[src/rtl/duck_sprite_renderer.sv]
// Pixel stage for one bouncing duck: frame-tick motion, trigger hit test, hit/fall/respawn FSM.
// Optional DUCK_DEBUG_BOX_EN draws a red 1-pixel outline around the duck box in every state.
module duck_sprite_renderer #(
  parameter int SPRITE_W   = 32,
  parameter int SPRITE_H   = 32,
  parameter int SPEED      = 2,
  parameter int FALL_SPEED = 4,
  parameter int GROUND_Y   = 400,
  parameter int START_X    = 100,
  parameter int START_Y    = 200,
  parameter int HIT_FRAMES = 30
) (
  input  logic       i_clk,
  input  logic       i_rst,
  input  logic [9:0] i_col_count,
  input  logic [9:0] i_row_count,
  input  logic       i_valid,
  input  logic [9:0] i_aim_x,
  input  logic [9:0] i_aim_y,
  input  logic       i_shoot,
  output logic [5:0] o_rgb,
  output logic       o_duck_hit,
  output logic [1:0] o_state
);

  localparam logic [1:0] ST_FLY     = 2'd0;
  localparam logic [1:0] ST_HIT     = 2'd1;
  localparam logic [1:0] ST_FALL    = 2'd2;
  localparam logic [1:0] ST_RESPAWN = 2'd3;

  localparam int CNT_W = $clog2(HIT_FRAMES + 1);

  localparam logic signed [10:0] SPEED_S = 11'(SPEED);
  localparam logic signed [10:0] FALL_S  = 11'(FALL_SPEED);
  localparam logic signed [10:0] X_MAX   = 11'(640 - SPRITE_W);
  localparam logic signed [10:0] Y_MAX   = 11'(GROUND_Y - SPRITE_H);

  localparam logic [5:0] RGB_BLACK  = 6'b000000;
  localparam logic [5:0] RGB_DUCK   = 6'b100100;
  localparam logic [5:0] RGB_HITDK  = 6'b111111;
  localparam logic [5:0] RGB_GROUND = 6'b001000;
  localparam logic [5:0] RGB_SKY    = 6'b000111;

  logic [9:0]       r_x;
  logic [9:0]       r_y;
  logic             r_dx_pos;
  logic             r_dy_pos;
  logic [1:0]       r_state;
  logic [CNT_W-1:0] r_hit_cnt;
  logic [5:0]       r_rgb;
  logic             r_duck_hit;

  logic             w_frame_tick;
  logic [10:0]      w_x_end;
  logic [10:0]      w_y_end;
  logic             w_pix_in_box;
  logic             w_aim_in_box;
  logic             w_hit;
  logic signed [10:0] w_nx;
  logic signed [10:0] w_ny;
  logic signed [10:0] w_fall_ny;
  logic [9:0]       w_fly_x;
  logic [9:0]       w_fly_y;
  logic             w_fly_dx_pos;
  logic             w_fly_dy_pos;
  logic [5:0]       w_rgb_next;

  assign w_frame_tick = (i_row_count == 10'd480) && (i_col_count == 10'd0);

  assign w_x_end = {1'b0, r_x} + 11'(SPRITE_W);
  assign w_y_end = {1'b0, r_y} + 11'(SPRITE_H);

  assign w_pix_in_box = ({1'b0, i_col_count} >= {1'b0, r_x}) && ({1'b0, i_col_count} < w_x_end) &&
                        ({1'b0, i_row_count} >= {1'b0, r_y}) && ({1'b0, i_row_count} < w_y_end);

  // Hit test always uses the current (pre-move) box, even on a frame tick.
  assign w_aim_in_box = ({1'b0, i_aim_x} >= {1'b0, r_x}) && ({1'b0, i_aim_x} < w_x_end) &&
                        ({1'b0, i_aim_y} >= {1'b0, r_y}) && ({1'b0, i_aim_y} < w_y_end);

  assign w_hit = i_shoot && (r_state == ST_FLY) && w_aim_in_box;

  assign w_nx      = $signed({1'b0, r_x}) + (r_dx_pos ? SPEED_S : -SPEED_S);
  assign w_ny      = $signed({1'b0, r_y}) + (r_dy_pos ? SPEED_S : -SPEED_S);
  assign w_fall_ny = $signed({1'b0, r_y}) + FALL_S;

  // Bounce: clamp to the wall that was reached and reverse that axis.
  always_comb begin
    w_fly_x      = w_nx[9:0];
    w_fly_dx_pos = r_dx_pos;
    if (w_nx <= 11'sd0) begin
      w_fly_x      = 10'd0;
      w_fly_dx_pos = ~r_dx_pos;
    end else if (w_nx >= X_MAX) begin
      w_fly_x      = X_MAX[9:0];
      w_fly_dx_pos = ~r_dx_pos;
    end

    w_fly_y      = w_ny[9:0];
    w_fly_dy_pos = r_dy_pos;
    if (w_ny <= 11'sd0) begin
      w_fly_y      = 10'd0;
      w_fly_dy_pos = ~r_dy_pos;
    end else if (w_ny >= Y_MAX) begin
      w_fly_y      = Y_MAX[9:0];
      w_fly_dy_pos = ~r_dy_pos;
    end
  end

`ifdef DUCK_DEBUG_BOX_EN
  logic w_pix_on_edge;
  assign w_pix_on_edge = ({1'b0, i_col_count} == {1'b0, r_x}) ||
                         ({1'b0, i_col_count} == (w_x_end - 11'd1)) ||
                         ({1'b0, i_row_count} == {1'b0, r_y}) ||
                         ({1'b0, i_row_count} == (w_y_end - 11'd1));
`endif

  always_comb begin
    w_rgb_next = RGB_SKY;
    if (!i_valid) begin
      w_rgb_next = RGB_BLACK;
    end
`ifdef DUCK_DEBUG_BOX_EN
    else if (w_pix_in_box && w_pix_on_edge) begin
      w_rgb_next = 6'b110000;
    end
`endif
    else if (w_pix_in_box && (r_state != ST_RESPAWN)) begin
      w_rgb_next = (r_state == ST_HIT) ? RGB_HITDK : RGB_DUCK;
    end else if (i_row_count >= 10'(GROUND_Y)) begin
      w_rgb_next = RGB_GROUND;
    end
  end

  always_ff @(posedge i_clk or posedge i_rst) begin
    if (i_rst) begin
      r_x        <= 10'(START_X);
      r_y        <= 10'(START_Y);
      r_dx_pos   <= 1'b1;
      r_dy_pos   <= 1'b0;
      r_state    <= ST_FLY;
      r_hit_cnt  <= '0;
      r_rgb      <= RGB_BLACK;
      r_duck_hit <= 1'b0;
    end else begin
      r_rgb      <= w_rgb_next;
      r_duck_hit <= 1'b0;
      // A hit takes priority over that frame's motion.
      if (w_hit) begin
        r_state    <= ST_HIT;
        r_hit_cnt  <= '0;
        r_duck_hit <= 1'b1;
      end else if (w_frame_tick) begin
        case (r_state)
          ST_FLY: begin
            r_x      <= w_fly_x;
            r_y      <= w_fly_y;
            r_dx_pos <= w_fly_dx_pos;
            r_dy_pos <= w_fly_dy_pos;
          end
          ST_HIT: begin
            if (r_hit_cnt == CNT_W'(HIT_FRAMES - 1)) begin
              r_state <= ST_FALL;
            end else begin
              r_hit_cnt <= r_hit_cnt + 1'b1;
            end
          end
          ST_FALL: begin
            if (w_fall_ny >= Y_MAX) begin
              r_y     <= Y_MAX[9:0];
              r_state <= ST_RESPAWN;
            end else begin
              r_y <= w_fall_ny[9:0];
            end
          end
          default: begin
            r_x      <= 10'(START_X);
            r_y      <= 10'(START_Y);
            r_dy_pos <= 1'b0;
            r_dx_pos <= ~r_dx_pos;
            r_state  <= ST_FLY;
          end
        endcase
      end
    end
  end

  assign o_rgb      = r_rgb;
  assign o_duck_hit = r_duck_hit;
  assign o_state    = r_state;

endmodule
[config.mk]
export PLATFORM = sky130hd
export DESIGN_NAME = duck_sprite_renderer
export DESIGN_NICKNAME = d
export VERILOG_FILES = /design/src/rtl/duck_sprite_renderer.sv
export SDC_FILE = /design/constraint.sdc
export NUM_CORES = 1
export LEC_CHECK = 0
export ABC_AREA = 1
export CORE_ASPECT_RATIO = 0.75
export CORE_MARGIN = 3
export CORE_UTILIZATION = 40
export DETAILED_ROUTE_END_ITERATION = 16
export PLACE_DENSITY_LB_ADDON = 0.1
export SLEW_MARGIN = 10
export SYNTH_ARGS = -nofsm -noshare
export SYNTH_HDL_FRONTEND = slang
export SYNTH_SLANG_ARGS = --single-unit
export TNS_END_PERCENT = 10
[constraint.sdc]
create_clock -name i_clk -period 6.6 [get_ports i_clk]
set_input_delay 0.99 -clock i_clk [delete_from_list [all_inputs] [get_ports i_clk]]
set_output_delay 0.99 -clock i_clk [all_outputs]
set_load 0.01 [all_outputs]
# Word-level counts from Yosys, hierarchy flattened
# Index checks and enable logic that the tools add are counted.
# classes
n_mux	29
eq_ne	11
n_reduce_logical	21
n_addsub	6
n_lt_le_gt_ge	14
bitwise	5
# ops
operator	count
2-to-1 mux 10 bit	5
less-than comparator 10 x 11 -> 1 bit	4
greater-or-equal comparator 10 bit	4
case mux 10 bit (3 select lines)	1
2-to-1 mux 5 bit	5
adder 10 x 6 -> 11 bit, second input constant	2
adder 11 bit	2
greater-or-equal comparator 11 x 10 -> 1 bit, second input constant	2
less-or-equal comparator 11 x 1 -> 1 bit, second input constant	2
2-to-1 mux 11 bit	2
case mux 10 bit (2 select lines)	1
2-to-1 mux 6 bit	2
AND reduction 4 bit	3
adder 10 x 3 -> 11 bit, second input constant	1
greater-or-equal comparator 11 bit, second input constant	1
== test 10 x 9 -> 1 bit, second input constant	1
greater-or-equal comparator 10 x 9 -> 1 bit, second input constant	1
logical AND 1 bit	10
zero test 10 bit	1
AND reduction 3 bit	3
2-to-1 mux 2 bit	4
!= test 2 bit, second input constant	3
!= test 3 x 1 -> 1 bit, second input constant	2
case mux 2 bit (3 select lines)	1
13 further kinds	23
# word_totals
out_inout_bits	9
wordCells	94
regBits	36
input_bits	44

# Logic depth before layout (Yosys ltp)
# Gate-level depths: netlist (run 1).
# depth
depth_word	8
ltp_mapped	18
ltp_nobuf	18

# Worst setup path after synthesis (run 1)
# No wires, ideal clock.
# synth_timing
path_kind	input port to flip-flop
start	in i_aim_x[1]
end	reg r_dy_pos
setup_time_ps	121
setup_slack_ps	4115
stages	13
required_time_ps	6479
arrival_time_ps	2364
n_path_buf	1
path_cell_list	ha_1 > or2_2 > nand2_1 > nand2_1 > nand4_1 > nand3_1 > nor2_2 > nand3_2 > buf_6 > nand4_1 > nor2_1 > nand2_1 > nand2_1
# synth_via
elab_chain_cells	7
elab_cells_between_ends	8
classes_between	order compare: 2; bitwise: 1; reduce/logical: 5
# synth_rtl
item	line	text
start: declaration	18	input logic [9:0] i_aim_x,
less-than comparator 10 x 11 -> 1 bit or greater-or-equal comparator 10 bit (tied branches)	77	assign w_aim_in_box = ({1'b0, i_aim_x} >= {1'b0, r_x}) && ({1'b0, i_aim_x} < w_x_end) &&
logical AND 1 bit (*) (2 in a row)	77	
logical AND 1 bit (*)	78	({1'b0, i_aim_y} >= {1'b0, r_y}) && ({1'b0, i_aim_y} < w_y_end);
logical AND 1 bit (*)	80	assign w_hit = i_shoot && (r_state == ST_FLY) && w_aim_in_box;
NOT 1 bit (no line) (*)	n/a	
AND reduction 4 bit (no line) (*)	n/a	
end signal: assignment	158	r_dy_pos <= w_fly_dy_pos;
end: declaration	47	logic r_dy_pos;
# Mark *: on every way between the ends. The rest lies on a longest branch, timed or not.
# A chain may end at the register's enable or synchronous reset.

# Final worst setup path (run 1)
# layout_timing
start	in i_aim_x[1]
end	reg r_x[8]
# layout_via
elab_chain_cells	7
elab_cells_between_ends	8
classes_between	order compare: 2; bitwise: 1; reduce/logical: 5
# layout_rtl
item	line	text
less-than comparator 10 x 11 -> 1 bit or greater-or-equal comparator 10 bit (tied branches)	77	
logical AND 1 bit (*) (2 in a row)	77	
logical AND 1 bit (*)	78	
logical AND 1 bit (*)	80	
NOT 1 bit (no line) (*)	n/a	
AND reduction 3 bit (no line) (*)	n/a	
end signal: assignment	136	r_x <= 10'(START_X);
end signal: assignment	155	r_x <= w_fly_x;
end signal: assignment	176	r_x <= 10'(START_X);
end: declaration	44	logic [9:0] r_x;
# Marked as above.

==> results of run 1 <==
per-layer routing:
| layer | track usage, % | vias to the layer above | routed length [µm] |
|---|---|---|---|
| met2 | 30.02 | 116 | 5221 |
| met3 | 2.221 | 8 | 668 |
| li1 | - | 2455 | - |
| met5 | 0 | - | 0 |
| met1 | 31.47 | 2158 | 6843 |
| met4 | 2.796 | 0 | 87 |
worst max-delay path: stages:
cell and delay, ns:
clkdlybuf4s50_1 0.41, ha_1 0.28, or2_2 0.29, nand2_1 0.07, nand2_1 0.06, nand4_1 0.08, nand3_1 0.15, nor2_2 0.14
nand3_2 0.31, nand3_1 0.31, nor2_2 0.12, nand2_1 0.08, o21ai_0 0.07
cells in the mapped netlist (3+ instances only):
master | number | area share [%]
nor4_1 | 6 | 0.82
nand2_1 | 195 | 16
o21bai_1 | 3 | 0.49
or2_2 | 3 | 0.41
o21a_1 | 3 | 0.49
nand3_1 | 52 | 5.7
nand3b_1 | 6 | 0.98
inv_2 | 3 | 0.24
nor2_2 | 6 | 0.82
dfstp_2 | 7 | 4.0
ha_1 | 82 | 22
o22ai_1 | 3 | 0.41
dfrtp_1 | 26 | 14
inv_1 | 105 | 8.6
o21ai_0 | 30 | 3.3
nand4_1 | 21 | 2.9
a21oi_1 | 44 | 4.8
xor2_1 | 12 | 2.3
nor2_1 | 66 | 5.4
nor3_1 | 9 | 0.98
o21ai_1 | 3 | 0.33
logic make-up after synthesis:
logic type                 synth area share [%]
buffers and inverters                     9.227
DFF                                       18.15
and+or+nand+nor                           35.57
adders and majority gates                 23.19
xor gates and xnor gates                  2.477
AOI/OAI and AO/OA                         11.38
report_power, final:
part	internal, mW	switching, mW	total (mW)
Sequential	0.209	0.00591	0.215
Clock	0.188	0.0835	0.272
Combinational	0.0508	0.0542	0.105
per-stage QoR:
step	worst slack, ns	instances
final	3.397	905
after global routing	3.143	905
after CTS	3.379	905
after detailed placement	3.109	897
after global placement	3.085	897
after floorplan	4.115	708
registers in the layout, indices dropped and copies added (netlist names):
register,flops
o_state,2
o_rgb,5
r_x,9
r_dy_pos,1
r_hit_cnt,5
r_y,9
r_dx_pos,1
o_duck_hit,1
worst paths after layout:
kind                                     from              endpoint  slack, ns  cells past startpoint
setup / recovery                   i_aim_x[1]    r_x[8]$_DFFE_PP0P_       3.40                     13
hold / removal             r_y[6]$_DFFE_PP1P_    r_y[6]$_DFFE_PP1P_       0.52                      2
setup reg to reg           r_x[5]$_DFFE_PP1P_    r_x[8]$_DFFE_PP0P_       3.47                     15
hold reg to reg            r_y[6]$_DFFE_PP1P_    r_y[6]$_DFFE_PP1P_       0.52                      2
max in group asynchronous               i_rst    r_y[3]$_DFFE_PP1P_       5.15                      3
min in group asynchronous               i_rst  o_duck_hit$_DFF_PP0_       1.10                      3
cell type report:
cell class,instances,area (µm²)
Inverter,108,405.4
Clock buffer,7,142.6
Fill cell,1114,5632
Tap cell,140,175.2
Sequential cell,33,834.6
Clock inverter,1,30.03
Timing Repair Buffer,51,508.0
Multi-Input combinational cell,565,3338
==> results.cfg, run 1 <==
[job]
drv_cap = 0

[critical_path]
cp.arrival_ns = 3.35
critPathKind = input pin to flip-flop
end_kind = flip-flop
critPathRequiredTime_ns = 6.75
worst_setup_path_start_kind = input pin
crit_fanout = 14

[finish]
drive_gt1_share_pct = 4.575
final_nets = 892
final_cell_mix = 195 x nand2_1, 105 x inv_1, 82 x ha_1
diodes = 0
final_core_util_pct = 49.11
design_area_um2 = 5434
area_growth_pct = 18.21
final_common_cell = nand2_1

[clocking]
postCtsSetupBuffers = 0
ctsHoldBuffers = 0
cts-root-buf = clkbuf_16
clk_path_buf_depth = 2
cts_buffers = 5
clk-insertion-delay-late_ns = 0.27
cts_tree = built
cts_max_level = 2
clkTransAtPathRegs_ns = 0.05
clkSinkCount = 33
cts-resized-gates = 0

[detailed_routing]
wl_per_cell_um = 14.17
antenna_left = 0
drt_iter0_drc = 217
drc = 0
via_per_inst = 5.234
routed_wl_um = 12820
first_pass_iters = 5
num_vias = 4737

[timing]
worst_hold_slack_ns = 0.5223
skew_ns = 0.003734
worstMarginPinSlew_ns = 0.8512
setup_total_negative_slack_ns = 0
fin_crit_ns = 3.203
slew_headroom_pct = 42.73
setup-violations-final = 0
fin_crit_sh_pct = 48.54
hold_viol_final = 0
rsz0062_at_grt = no
timing.fmax_ghz = 0.3122
final_max_slew_viol_count = 0

[placed_design]
io_buffers = 50
globalplace.congestion = 0.9104
hpwl_um = 10780
dpl_cell_area_um2 = 5261

[yosys]
avgSynthCellArea_um2 = 6.493
yosys_warnings = 0
yosysUniqueCellTypes = 39
synth-seq-area-share_pct = 18.15
ys_seq_elements = 33
synth_cells = 708
synth_ff_type = dfrtp_1
synth-edff-count = 0
mappedNetlistArea_um2 = 4597
synth_fp_nets = 836
synthArstFlopShare_pct = 100.0

[global_route]
antenna_found_initial = 0
grt_pass1_wl_um = 21160
grt-ovfl-total = 0
grt_max_degree = 34
grt_usage_pct = 20.05
grt_pass1_vias = 4416

[power_and_ir_drop]
p_leak_nw = 2.778
total_power_uw = 592.3
peakVddDrop_uv = 107.9
power_density_nw_per_um2 = 109.0

[floorplan]
die_w_um = 129.8
core_area_um2 = 11070
fp.dieH_um = 98.84
die_area_um2 = 12830
rows = 33
start_util_pct = 41.54
io_pins = 53

[status]
status = finished, final reports clean

[min_path]
hold_class = flip-flop to flip-flop
No activity file was read; power rests on OpenSTA's default activity.
==> inputs of run 2 (changes only) <==
==> constraint.sdc (replaced) <==
create_clock -name i_clk -period 3 [get_ports i_clk]
set_input_delay 0.45 -clock i_clk [delete_from_list [all_inputs] [get_ports i_clk]]
set_output_delay 0.45 -clock i_clk [all_outputs]
set_load 0.01 [all_outputs]
==> run 2 against run 1 <==
Non-clock buffer count grew 8. Sequential power increased by 120%. Power grew 120%. Die area unchanged. Setup slack lost 3.2 ns. Via count grew 0.15%. Flip-flop and latch count did not move. Highest routed layer unchanged.
==> results.cfg, run 2 (synthesized netlist as in run 1, its figures left out) <==
[power_and_ir_drop]
peakVddDrop_uv = 218.5
power_density_nw_per_um2 = 234.3
total_power_mw = 1.295
p_leak_nw = 2.815

[clocking]
cts-root-buf = clkbuf_16
cts_tree = built
clkSinkCount = 33
clkTransAtPathRegs_ns = 0.06
clk-insertion-delay-late_ns = 0.28
cts_buffers = 5
clk_path_buf_depth = 2
cts_max_level = 2

[job]
drv_cap = 0

[critical_path]
rr_startpoint = r_x[5]$_DFFE_PP1P_
cpPeakStageDelay_ns = 0.60
critPathLaunch = r_x[5]$_DFFE_PP1P_
critPathTopFamily = simple AND/OR/NAND/NOR gates
critPathKind = flip-flop to flip-flop
cp.arrival_ns = 2.94
crit_slowest_cell = dfstp_2
path_cells = inv_1, nor2_1, xor2_1, ha_1, a21o_1, nand3_1, nand2_1, nor2_1, nand3_1, nor2_2, nand3_4, buf_4, inv_2, nor2_1, nand3_1, nand2_1
ff2ff_setup_slack_ns = 0.23
critPathRequiredTime_ns = 3.17
crit_fanout = 10
end_kind = flip-flop
critPathBufInv = 3
worst_setup_path_start_kind = flip-flop

[timing]
setup-violations-final = 0
fin_crit_ns = 2.771
skew_ns = 0.004760
timing.fmax_ghz = 0.3609
setup_ws_ns = 0.2294
worst_hold_slack_ns = 0.5260
final_max_slew_viol_count = 0
slew_headroom_pct = 63.92
rsz0062_at_grt = no
setup_total_negative_slack_ns = 0
fin_crit_sh_pct = 92.35
worstMarginPinSlew_ns = 0.5363
hold_viol_final = 0

[floorplan]
start_util_pct = 41.54
rows = 33
core_area_um2 = 11070
fp.dieH_um = 98.84
die_w_um = 129.8
die_area_um2 = 12830
io_pins = 53

[finish]
final_cell_mix = 195 x nand2_1, 105 x inv_1, 81 x ha_1
multi_input_area_um2 = 3369
final_core_util_pct = 49.93
regArea_um2 = 835.8
largestRegisters = r_x x9, r_y x9
drive_gt1_share_pct = 6.468
area_growth_pct = 20.20
nFillCells = 1141
diodes = 0
layout.cells.non_filler = 913
final_common_cell = nand2_1
final_nets = 900
design_area_um2 = 5525

[global_route]
grt_max_degree = 34
grt_pass1_vias = 4422
antenna_found_initial = 0
grt_pass1_wl_um = 21160
grt_usage_pct = 20.28
grt-ovfl-total = 0

[min_path]
min_from = r_dx_pos$_DFFE_PP1P_
hold_class = flip-flop to flip-flop

[status]
status = finished, final reports clean

[placed_design]
globalplace.congestion = 0.8951
dpl_cell_area_um2 = 5321
hpwl_um = 10930
post-place-ws_ns = 0.1486
io_buffers = 50
place_inst = 905

[detailed_routing]
drc = 0
first_pass_iters = 5
routed_wl_um = 13110
wl_per_cell_um = 14.36
antenna_left = 0
via_per_inst = 5.196
num_vias = 4744
drt_iter0_drc = 238
[run 2: what timing repair did]
item | in CTS | in global routing
hold buffers | 0 | 0
gates resized for setup | 0 | 8
endpoints found under the setup margin | 0 | 19
buffers inserted | 0 | 0
[run 2: power by group]
group	internal (mW)	switching, mW	leakage, nW	total (mW)
logic	0.112	0.117	2.36	0.229
clock network	0.393	0.199	0.0800	0.592
registers	0.460	0.0133	0.379	0.474
[run 2: metal layers]
layer	part of all wire [%]	global-route usage (%)	vias to the layer above
li1	-	-	2464
met1	54	32.57	2162
met2	40	29.19	106
met3	4.3	1.896	12
met4	1.1	3.994	0
met5	0	0	-
[run 2: layout make-up]
cell class | instances | area share [%]
inverter | 108 | 7.337
clock inverter | 3 | 0.8379
clock buffer | 5 | 2.264
tap | 140 | 3.170
sequential | 33 | 15.13
multi-input combinational | 565 | 60.98
timing repair buffer | 59 | 10.28
[run 2: worst paths after layout]
check,endpoint,cells past startpoint
worst max-delay path,o_state[1]$_DFFE_PP0P_,16
worst min-delay path,r_dx_pos$_DFFE_PP1P_,2
worst max register to register,o_state[1]$_DFFE_PP0P_,16
worst min register to register,r_dx_pos$_DFFE_PP1P_,2
max in group asynchronous,r_y[7]$_DFFE_PP1P_,3
min in group asynchronous,r_dy_pos$_DFFE_PP0P_,3
[run 2: worst register-to-register path, stage by stage, from the launching register on]
cell     delay (ns)
dfstp_2        0.60
inv_1          0.10
nor2_1         0.13
xor2_1         0.21
ha_1           0.28
a21o_1         0.16
nand3_1        0.07
nand2_1        0.05
nor2_1         0.11
nand3_1        0.12
nor2_2         0.18
nand3_4        0.17
buf_4          0.22
inv_2          0.10
nor2_1         0.05
nand3_1        0.08
nand2_1        0.05
==> inputs of run 3 (changes only) <==
--- a/config.mk
+++ b/config.mk
@@ -6,6 +6,7 @@
 export NUM_CORES = 1
 export LEC_CHECK = 0
 export ABC_AREA = 1
+export CAP_MARGIN = 10
 export CORE_ASPECT_RATIO = 0.75
 export CORE_MARGIN = 3
 export CORE_UTILIZATION = 40
==> results of run 3 <==
The final DEF is identical to that of run 2; final timing and power are the same.
